[config.mk]
export PLATFORM = sky130hd
export DESIGN_NAME = bus_arbiter_rr
export DESIGN_NICKNAME = d
export VERILOG_FILES = /design/src/rtl/bus_arbiter_rr.sv
export SDC_FILE = /design/constraint.sdc
export NUM_CORES = 1
export LEC_CHECK = 0
export CORE_AREA = 2 2 39 41
export CTS_BUF_LIST = sky130_fd_sc_hd__clkbuf_8
export CTS_CLUSTER_SIZE = 8
export DETAILED_ROUTE_END_ITERATION = 16
export DIE_AREA = 0 0 41 43
export GPL_TIMING_DRIVEN = 0
export MAX_ROUTING_LAYER = met4
export PLACE_DENSITY = 0.77
export SYNTH_ARGS = -nofsm -noshare
export SYNTH_HDL_FRONTEND = slang
export SYNTH_SLANG_ARGS = --single-unit
[constraint.sdc]
create_clock -name system_clock -period 3.13 [get_ports system_clock]
set_input_delay 0.313 -clock system_clock [delete_from_list [all_inputs] [get_ports system_clock]]
set_output_delay 0.313 -clock system_clock [all_outputs]
set_load 0.05 [all_outputs]
[src/rtl/bus_arbiter_rr.sv]
// Round-robin system bus arbiter; snoops begin/end/error to track ownership. Optional grant timeout under BUS_ARB_TIMEOUT_EN.
// Latency: request sampled at edge t gives grant after edge t; release to next grant takes one idle turnaround cycle.
// Backpressure: a granted master holds the bus until end/error (or withdrawal before begin); others wait on their request level.
module bus_arbiter_rr #(
  parameter int NUM_REQ        = 4,
  parameter int ID_WIDTH       = 2,
  parameter int TIMEOUT_CYCLES = 16
) (
  input  logic                system_clock,
  input  logic                system_reset,
  input  logic [NUM_REQ-1:0]  request,
  input  logic                begin_transactionIN,
  input  logic                end_transactionIN,
  input  logic                errorIN,
  output logic [NUM_REQ-1:0]  grant,
  output logic [ID_WIDTH-1:0] active_id,
  output logic                bus_idle,
  output logic                timeout_pulse
);

  typedef enum logic [1:0] {IDLE, GRANTED, BUSY, RELEASE} state_t;

  state_t              state;
  logic [ID_WIDTH-1:0] rr_last;
  logic                arb_found;
  logic [ID_WIDTH-1:0] arb_winner;
  logic [ID_WIDTH-1:0] cand;

`ifdef BUS_ARB_TIMEOUT_EN
  localparam int TMO_W = $clog2(TIMEOUT_CYCLES + 1);
  logic [TMO_W-1:0] tmo_cnt;
`endif

  // Search starts just after the last winner so the previous owner goes to the back.
  always_comb begin
    arb_found  = 1'b0;
    arb_winner = '0;
    cand       = '0;
    for (int i = 1; i <= NUM_REQ; i++) begin
      cand = ID_WIDTH'((int'(rr_last) + i) % NUM_REQ);
      if (!arb_found && request[cand]) begin
        arb_found  = 1'b1;
        arb_winner = cand;
      end
    end
  end

  always_ff @(posedge system_clock or posedge system_reset) begin
    if (system_reset) begin
      state     <= IDLE;
      grant     <= '0;
      active_id <= '0;
      bus_idle  <= 1'b1;
      rr_last   <= ID_WIDTH'(NUM_REQ - 1);
`ifdef BUS_ARB_TIMEOUT_EN
      tmo_cnt       <= '0;
      timeout_pulse <= 1'b0;
`endif
    end else begin
`ifdef BUS_ARB_TIMEOUT_EN
      timeout_pulse <= 1'b0;
`endif
      case (state)
        IDLE, RELEASE: begin
          if (arb_found) begin
            state     <= GRANTED;
            grant     <= NUM_REQ'(1) << arb_winner;
            active_id <= arb_winner;
            rr_last   <= arb_winner;
            bus_idle  <= 1'b0;
`ifdef BUS_ARB_TIMEOUT_EN
            tmo_cnt   <= '0;
`endif
          end else begin
            state    <= IDLE;
            grant    <= '0;
            bus_idle <= 1'b1;
          end
        end
        GRANTED: begin
          if (begin_transactionIN) begin
            state <= BUSY;
          end else if (!request[active_id]) begin
            state <= RELEASE;
            grant <= '0;
          end
`ifdef BUS_ARB_TIMEOUT_EN
          else if (tmo_cnt == TMO_W'(TIMEOUT_CYCLES - 1)) begin
            state         <= RELEASE;
            grant         <= '0;
            timeout_pulse <= 1'b1;
          end else begin
            tmo_cnt <= tmo_cnt + 1'b1;
          end
`endif
        end
        BUSY: begin
          if (end_transactionIN || errorIN) begin
            state <= RELEASE;
            grant <= '0;
          end
        end
        default: state <= IDLE;
      endcase
    end
  end

`ifndef BUS_ARB_TIMEOUT_EN
  assign timeout_pulse = 1'b0;
`endif

endmodule

==> results.sh, run 1 <==
export IMPL_status="completed"
export IMPL_area_growth_pct=34.9
export IMPL_hpwl_um=919
export IMPL_clock_skew_ns=0.000762
export IMPL_fin_total_pwr_w=0.000960
export IMPL_clk_latency_ns=0.23
export IMPL_place_congestion=0.775
export IMPL_required_ns=3.26
export IMPL_fin_crit_sh=0.619
export IMPL_peakVddDrop_mv=0.488
export IMPL_synth_area_um2=617
export IMPL_worstPathArrival_ns=2.06
export IMPL_cts_setup_buffers=0
export IMPL_diodes=0
export IMPL_root_buffer="clkbuf_8"
export IMPL_fin_area_um2=832
export IMPL_first_iter_violations=7
export IMPL_hold_viol_final=0
export IMPL_drt_wl_total_mm=1.16
export IMPL_synth_avg_cell_area_um2=9.79
export IMPL_cp_start_kind="input pin"
export IMPL_post_synth_num_cell_types=26
export IMPL_rsz0062_at_grt="false"
export IMPL_swShare=0.450
export IMPL_path_class="in -> reg"
export IMPL_drc_errors=0
export IMPL_fmaxAchievable_ghz=0.516
export IMPL_synth_area_leaders="dfrtp_1 (32%), dfstp_2 (13%), o31ai_1 (6.1%)"
export IMPL_grt_ovfl_total=0
export IMPL_synth_top_family_by_area="compound AO/OA/AOI/OAI gates"
export IMPL_setup_viol=0
export IMPL_synth_fa_ha_area_frac=0.0406
export IMPL_async_flop_share=1.00
export IMPL_synth_xor_area_share=0
export IMPL_synth_seq_cells=11
export IMPL_path_max_fanout=6
export IMPL_layout_cells_non_filler=98
export IMPL_io_pin_count=17
export IMPL_grt_pass1_wl_mm=2.02
export IMPL_synth_compound_area_share=0.209
export IMPL_synth_main_ff_cell="dfrtp_1"
export IMPL_drtAntennaViolNets=0
export IMPL_drv_slew=0
export IMPL_post_drt_wl_per_cell_um=11.9
export IMPL_min_path_type="in -> async"
export IMPL_maxCapViolations=0
export IMPL_placed_cell_area_um2=787
export IMPL_clockPowerShare=0.137
export IMPL_post_cts_resized=0
export IMPL_vias_per_cell=5.31
export IMPL_ys_warn_count=0
export IMPL_dpl_cell_count=94
export IMPL_gr_usage_all_layers=0.181
export IMPL_endpoint_kind="flip-flop"
export IMPL_power_density_nw_per_um2=1150
export IMPL_die_h_um=43
export IMPL_combinationalPowerShare=0.570
export IMPL_drive_gt1_frac=0.159
export IMPL_cts_tree="built"
export IMPL_grt_pass1_vias=464
export IMPL_core_um2=1380
export IMPL_cts_path_max_buffers=2
export IMPL_p_int_w=0.000527
export IMPL_synth_edff_count=0
export IMPL_yosys_area_share_simple=0.191
export IMPL_vias=520
export IMPL_hold_buffers=0
export IMPL_yosysSeqAreaShare=0.452
export IMPL_grt_antenna_before_repair=0
export IMPL_synth_cells=63
export IMPL_leakage_nw=0.363
export IMPL_drt_first_pass_iters=4
export IMPL_numCtsBuffers=3
export IMPL_seqPwrFrac=0.294
export IMPL_nNetsFinal=94
export IMPL_synth_top_area_share=0.325
export IMPL_min_period_ns=1.94
export IMPL_power_switching_w=0.000432
export IMPL_grt_max_degree=12
export IMPL_clkTransAtPathRegs_ns=0.05
export IMPL_io_buffers=15
export IMPL_num_rows=14
export IMPL_htreeDepth=1
export IMPL_tns_ns=0
export IMPL_max_slew_margin=0.634
export IMPL_start_util=0.446
export IMPL_post_route_util=0.601
export IMPL_cts_sinks=11
export IMPL_synth_mux_area_frac=0.0710
export IMPL_die_width_um=41
export IMPL_yosysTopAreaCell="dfrtp_1"
export IMPL_die_area_um2=1760
export IMPL_synth_fp_nets=74
export IMPL_worst_slew_pin_slew_ns=0.548
==> routing by layer <==
| layer | up-vias | global-route usage | wire [µm] |
|---|---|---|---|
| met5 | - | - | 0 |
| met4 | 0 | 0.100 | 11 |
| met3 | 2 | 0.0471 | 69 |
| met2 | 17 | 0.269 | 579 |
| met1 | 235 | 0.214 | 501 |
| li1 | 266 | - | - |
==> synth_stat cells, drive strengths merged (2+ instances only) <==
| library cell | n |
|---|---|
| ha | 2 |
| o21ai | 4 |
| nor2 | 4 |
| dfrtp | 8 |
| a21oi | 6 |
| nor2b | 4 |
| nand2b | 2 |
| dfstp | 3 |
| nand2 | 7 |
| inv | 3 |
| or2 | 2 |
| o31ai | 5 |
==> area by class of cell <==
| cell class | count | area (µm²) |
|---|---|---|
| well taps | 16 | 20.0 |
| repair buffers | 15 | 150 |
| clock buffers | 3 | 41.3 |
| plain buffers | 1 | 7.51 |
| clock inverters | 1 | 3.75 |
| fillers | 129 | 552 |
| multi-input cells | 48 | 319 |
| inverters | 3 | 11.3 |
| flip-flops and latches | 11 | 279 |
==> metrics by stage <==
stage | setup slack (ns) | hold slack (ns)
2_1_floorplan | 1.16 | 0.163
3_3_place_gp | 1.02 | 0.492
3_5_place_dp | 1.00 | 0.501
4_1_cts | 1.18 | 0.381
5_1_grt | 1.08 | 0.408
6_report | 1.19 | 0.366
==> final timing paths <==
kind,from,slack (ns),to,cells after the start
min in group system_clock,grant[2],0.50,grant[2],2
hold / removal,system_reset,0.37,active_id[1],2
setup reg to reg,active_id[0],1.35,grant[3],4
setup / recovery,request[3],1.19,grant[3],5
hold reg to reg,grant[2],0.50,grant[2],2
max in group asynchronous,system_reset,2.45,bus_idle,2
==> flip-flops by register name, indices dropped and copies added (netlist names) <==
name	flops
state	2
active_id	2
bus_idle	1
rr_last	2
grant	4
==> power groups by stage <==
stage | sequential [W] | clock, W | combinational, W
after floorplan | 0.000422 | 0 | 0.000255
after global placement | 0.000280 | 0 | 0.000535
after detailed placement | 0.000284 | 0 | 0.000547
after CTS | 0.000282 | 0.000134 | 0.000551
after global routing | 0.000294 | 0.000146 | 0.000596
final | 0.000282 | 0.000131 | 0.000546
==> placed cells by master (no fill, tap or decap), drive strengths merged, types with 2 or more instances in the layout <==
master / n
o21ai: 4
dfstp: 3
dfrtp: 8
clkdlybuf4s50: 15
nor2b: 4
o31ai: 5
inv: 4
nand2: 7
ha: 2
a21oi: 6
or2: 2
nand2b: 2
nor2: 4
clkbuf: 3
==> kinds of logic after synthesis <==
kind of cell	after synthesis
adder cells (fa/ha/maj)	2
flip-flops	11
buffers and inverters	4
multiplexers	3
other	1
AO/OA/AOI/OAI	20
AND/OR/NAND/NOR	22
==> worst max-delay path: stages <==
cell             delay (ns)
clkdlybuf4s50_1        0.48
mux4_2                 0.52
o21a_1                 0.23
or2_4                  0.26
o31ai_1                0.27
Power figures use the tool's default switching activity.
==> inputs of run 2 (changes only) <==
==> config.mk (replaced) <==
export PLATFORM = sky130hd
export DESIGN_NAME = bus_arbiter_rr
export DESIGN_NICKNAME = d
export VERILOG_FILES = /design/src/rtl/bus_arbiter_rr.sv
export SDC_FILE = /design/constraint.sdc
export NUM_CORES = 1
export LEC_CHECK = 0
export CORE_MARGIN = 1.5
export CORE_UTILIZATION = 43
export CTS_BUF_LIST = sky130_fd_sc_hd__clkbuf_8
export CTS_CLUSTER_SIZE = 8
export DETAILED_ROUTE_END_ITERATION = 16
export GPL_TIMING_DRIVEN = 0
export MAX_ROUTING_LAYER = met4
export PLACE_DENSITY = 0.76
export SYNTH_ARGS = -nofsm -noshare
export SYNTH_HDL_FRONTEND = slang
export SYNTH_SLANG_ARGS = --single-unit
==> constraint.sdc (replaced) <==
create_clock -name system_clock -period 1.65 [get_ports system_clock]
set_input_delay 0.165 -clock system_clock [delete_from_list [all_inputs] [get_ports system_clock]]
set_output_delay 0.165 -clock system_clock [all_outputs]
set_load 0.05 [all_outputs]
==> results.sh, run 2 (synthesized netlist as in run 1, its figures left out) <==
export IMPL_worstRegToRegCells=4
export IMPL_regArea_um2=280
export IMPL_seqPwrFrac=0.282
export IMPL_mostFrequentLayoutCells="clkdlybuf4s50_1 (10), nand2_1 (7), dfrtp_1 (7)"
export IMPL_place_congestion=0.733
export IMPL_rsz0062_at_grt="true"
export IMPL_min_path_type="in -> async"
export IMPL_drc_errors=0
export IMPL_clockPowerShare=0.137
export IMPL_layout_commonest_cell="clkdlybuf4s50_1"
export IMPL_hold_buffers=0
export IMPL_worstPathArrival_ns=1.77
export IMPL_required_ns=1.80
export IMPL_min_period_ns=1.62
export IMPL_drtAntennaViolNets=0
export IMPL_clkTransAtPathRegs_ns=0.05
export IMPL_start_util=0.468
export IMPL_root_buffer="clkbuf_8"
export IMPL_drt_first_pass_iters=4
export IMPL_gr_usage_all_layers=0.191
export IMPL_cts_path_max_buffers=2
export IMPL_fin_total_pwr_w=0.00193
export IMPL_io_buffers=15
export IMPL_power_density_nw_per_um2=2210
export IMPL_setup_viol=0
export IMPL_leakage_nw=0.397
export IMPL_fin_ws_ns=0.0261
export IMPL_holdWs_ns=0.221
export IMPL_nNetsFinal=95
export IMPL_swShare=0.458
export IMPL_grt_pass1_vias=461
export IMPL_grt_antenna_before_repair=0
export IMPL_cp_start_kind="flip-flop"
export IMPL_grt_pass1_wl_mm=1.87
export IMPL_drv_slew=0
export IMPL_grt_max_degree=12
export IMPL_diodes=0
export IMPL_max_slew_margin=0.661
export IMPL_die_width_um=40.9
export IMPL_vias=521
export IMPL_numCtsBuffers=3
export IMPL_hold_viol_final=0
export IMPL_drive_gt1_frac=0.277
export IMPL_status="completed"
export IMPL_vias_per_cell=5.32
export IMPL_place_ws_ns=-0.357
export IMPL_largest_reg_flops=4
export IMPL_power_switching_w=0.000883
export IMPL_die_h_um=40.9
export IMPL_regMostFlops="grant"
export IMPL_grt_ovfl_total=0
export IMPL_r2r_setup_slack_ns=0.03
export IMPL_r2r_start="active_id[0]"
export IMPL_clk_latency_ns=0.24
export IMPL_io_pin_count=17
export IMPL_die_area_um2=1670
export IMPL_path_max_fanout=4
export IMPL_placed_cell_area_um2=787
export IMPL_htreeDepth=1
export IMPL_path_class="reg -> reg"
export IMPL_peakVddDrop_mv=1.05
export IMPL_num_rows=13
export IMPL_drt_wl_total_mm=1.28
export IMPL_cts_sinks=11
export IMPL_area_growth_pct=41.4
export IMPL_multi_input_area_um2=354
export IMPL_worst_slew_pin_slew_ns=0.503
export IMPL_reg2reg_to="grant[3]"
export IMPL_hpwl_um=933
export IMPL_p_int_w=0.00105
export IMPL_maxCapViolations=0
export IMPL_clock_skew_ns=0.00258
export IMPL_post_drt_wl_per_cell_um=13.1
export IMPL_endpoint_kind="flip-flop"
export IMPL_cts_tree="built"
export IMPL_fin_area_um2=872
export IMPL_fin_crit_sh=0.984
export IMPL_tns_ns=0
export IMPL_fmaxAchievable_ghz=0.616
export IMPL_combinationalPowerShare=0.581
export IMPL_fillers=118
export IMPL_core_um2=1320
export IMPL_first_iter_violations=7
[run 2: power groups by stage]
stage	combinational, W	clock (W)	sequential [W]
floorplan	0.000483	0	0.000803
global placement	0.00102	0	0.000535
detailed placement	0.00103	0	0.000541
CTS	0.00109	0.000268	0.000537
global route	0.00120	0.000279	0.000563
finish	0.00112	0.000263	0.000544
[run 2: how the worst max path moves through the flow]
stage | slack, ns | start | end
global placement | -0.32 | request[3] | grant[1]
finish | 0.03 | active_id[0] | grant[3]
CTS | 0.003 | active_id[0] | grant[0]
floorplan | -0.17 | active_id[0] | grant[0]
global route | -0.03 | active_id[0] | grant[1]
detailed placement | -0.36 | request[3] | grant[3]
[run 2: per-layer routing]
metal  track usage  share of wire  wire, µm  vias to the layer above
met1         0.193           0.44       560                      237
li1              -              -         -                      265
met3        0.0326          0.053        68                        4
met5             -              0         0                        -
met2         0.309           0.47       606                       15
met4         0.175          0.035        45                        0
[run 2: repair_timing]
action / in CTS / in global routing
pin swaps: 5 / 1
endpoints found under the setup margin: 5 / 6
endpoints found under the hold margin: 0 / 0
gates resized for setup: 8 / 9
buffers inserted: 1 / 0
[run 2: metrics by stage]
stage                     std cells   util
final                            98  0.662
after global routing             98  0.662
after CTS                        98  0.643
after detailed placement         93  0.597
after global placement           93  0.597
after floorplan                  63      -
[run 2: area by class of cell]
type	instances	area share
sequential	11	0.321
buffer	1	0.00861
multi-input combinational	48	0.406
tap	15	0.0215
clock inverter	1	0.00430
inverter	3	0.0129
timing repair buffer	16	0.178
clock buffer	3	0.0473
[run 2: worst max-delay path, stage by stage (launching register included)]
cell     delay [ns]
dfrtp_2        0.38
mux4_2         0.52
o21a_1         0.20
or2_4          0.26
o31ai_2        0.18
==> inputs of run 3 (changes only) <==
==> constraint.sdc (replaced) <==
create_clock -name system_clock -period 1.65 [get_ports system_clock]
set_input_delay 0.2475 -clock system_clock [delete_from_list [all_inputs] [get_ports system_clock]]
set_output_delay 0.2475 -clock system_clock [all_outputs]
set_load 0.05 [all_outputs]
==> results.sh, run 3 (synthesized netlist as in run 1, its figures left out) <==
export IMPL_place_congestion=0.733
export IMPL_fmaxAchievable_ghz=0.585
export IMPL_endpoint_kind="flip-flop"
export IMPL_worstRegToRegCells=4
export IMPL_rsz0062_at_grt="true"
export IMPL_die_width_um=40.9
export IMPL_critical_path_buf_inv_count=0
export IMPL_place_ws_ns=-0.439
export IMPL_drive_gt1_frac=0.217
export IMPL_min_period_ns=1.71
export IMPL_grt_max_degree=12
export IMPL_peakVddDrop_mv=1.00
export IMPL_setup_viol=3
export IMPL_cp_start_kind="flip-flop"
export IMPL_min_path_type="in -> async"
export IMPL_regMostFlops="grant"
export IMPL_post_drt_wl_per_cell_um=12.9
export IMPL_cp_depth=4
export IMPL_worst_slew_pin_slew_ns=0.508
export IMPL_path_max_fanout=4
export IMPL_io_buffers=15
export IMPL_num_rows=13
export IMPL_power_density_nw_per_um2=2190
export IMPL_crit_chain="mux4_2, o21a_1, or2_4, o31ai_1"
export IMPL_cts_tree="built"
export IMPL_clk_latency_ns=0.24
export IMPL_die_h_um=40.9
export IMPL_mostFrequentLayoutCells="nand2_1 (7), dfrtp_1 (7), clkdlybuf4s50_1 (7), dlygate4sd2_1 (7), a21oi_1 (6)"
export IMPL_maxCapViolations=0
export IMPL_clkTransAtPathRegs_ns=0.05
export IMPL_drt_wl_total_mm=1.27
export IMPL_fin_ws_ns=-0.0581
export IMPL_drtAntennaViolNets=0
export IMPL_required_ns=1.79
export IMPL_area_growth_pct=37.1
export IMPL_grt_antenna_before_repair=0
export IMPL_grt_pass1_vias=464
export IMPL_drc_errors=0
export IMPL_multi_input_area_um2=332
export IMPL_clock_skew_ns=0.00178
export IMPL_cp_slowest_cell="mux4_2"
export IMPL_crit_family="multiplexers"
export IMPL_start_util=0.468
export IMPL_first_iter_violations=13
export IMPL_status="finished with violations"
export IMPL_numCtsBuffers=3
export IMPL_largest_reg_flops=4
export IMPL_placed_cell_area_um2=787
export IMPL_cts_sinks=11
export IMPL_violations="setup timing"
export IMPL_die_area_um2=1670
export IMPL_cts_path_max_buffers=2
export IMPL_regArea_um2=280
export IMPL_vias=523
export IMPL_core_um2=1320
export IMPL_drv_slew=0
export IMPL_grt_pass1_wl_mm=1.90
export IMPL_hold_viol_final=0
export IMPL_worstPathArrival_ns=1.85
export IMPL_drt_first_pass_iters=3
export IMPL_nNetsFinal=95
export IMPL_gr_usage_all_layers=0.193
export IMPL_fillers=122
export IMPL_leakage_nw=0.401
export IMPL_grt_ovfl_total=0
export IMPL_htreeDepth=1
export IMPL_root_buffer="clkbuf_8"
export IMPL_hpwl_um=933
export IMPL_diodes=0
export IMPL_path_class="reg -> reg"
export IMPL_max_slew_margin=0.658
export IMPL_io_pin_count=17
export IMPL_max_stage_delay_ns=0.52
export IMPL_hold_buffers=0
export IMPL_fin_area_um2=846
export IMPL_vias_per_cell=5.34
export IMPL_fin_crit_sh=1.04
[run 3: changes by cell type in the layout (fill, tap and decap cells not counted)]
cell,delta
o21ai_1,-1
o31ai_2,-3
o31ai_1,+3
dlygate4sd2_1,+3
o21ai_0,+3
o21ai_2,-2
clkdlybuf4s50_1,-3
[run 3: layout make-up]
class                      instances  area share
clock inverter                     1     0.00444
timing repair buffer              16       0.179
multi-input combinational         48       0.392
tap                               15      0.0222
sequential                        11       0.331
buffer                             1     0.00888
clock buffer                       3      0.0488
inverter                           3      0.0133
[run 3: worst paths after layout]
kind,startpoint,to,slack [ns]
min in group system_clock,grant[1],grant[1],0.49
hold / removal,system_reset,grant[0],0.30
max in group asynchronous,system_reset,rr_last[0],1.03
setup / recovery,active_id[0],grant[3],-0.06
setup reg to reg,active_id[0],grant[3],-0.06
hold reg to reg,grant[1],grant[1],0.49
[run 3: routing by layer]
metal | vias to the layer above | track usage | share of wire
met5 | - | - | 0
met1 | 239 | 0.200 | 0.45
met4 | 0 | 0.175 | 0.035
met2 | 15 | 0.309 | 0.46
li1 | 265 | - | -
met3 | 4 | 0.0326 | 0.054
[run 3: stage by stage]
step	TNS, ns	hold WS, ns	util	cells	total power, W
3_5_place_dp	-2.22	0.497	0.597	93	0.00157
6_report	-0.126	0.301	0.642	98	0.00185
3_3_place_gp	-2.13	0.494	0.597	93	0.00156
4_1_cts	-0.168	0.317	0.634	98	0.00185
2_1_floorplan	-0.680	0.0977	-	63	0.00129
5_1_grt	-0.351	0.347	0.642	98	0.00197
[run 3: power by group]
part / switching [W] / leakage [nW] / internal (W)
Clock: 0.000102 / 0.0269 / 0.000163
Sequential: 0.000101 / 0.131 / 0.000435
Combinational: 0.000644 / 0.244 / 0.000407
Total: 0.000847 / 0.401 / 0.00101
[run 3: repair_timing]
action,4_1_cts,5_1_grt
buffers inserted,1,0
setup endpoints to repair,7,7
pin swaps,1,1
gates resized for setup,8,4
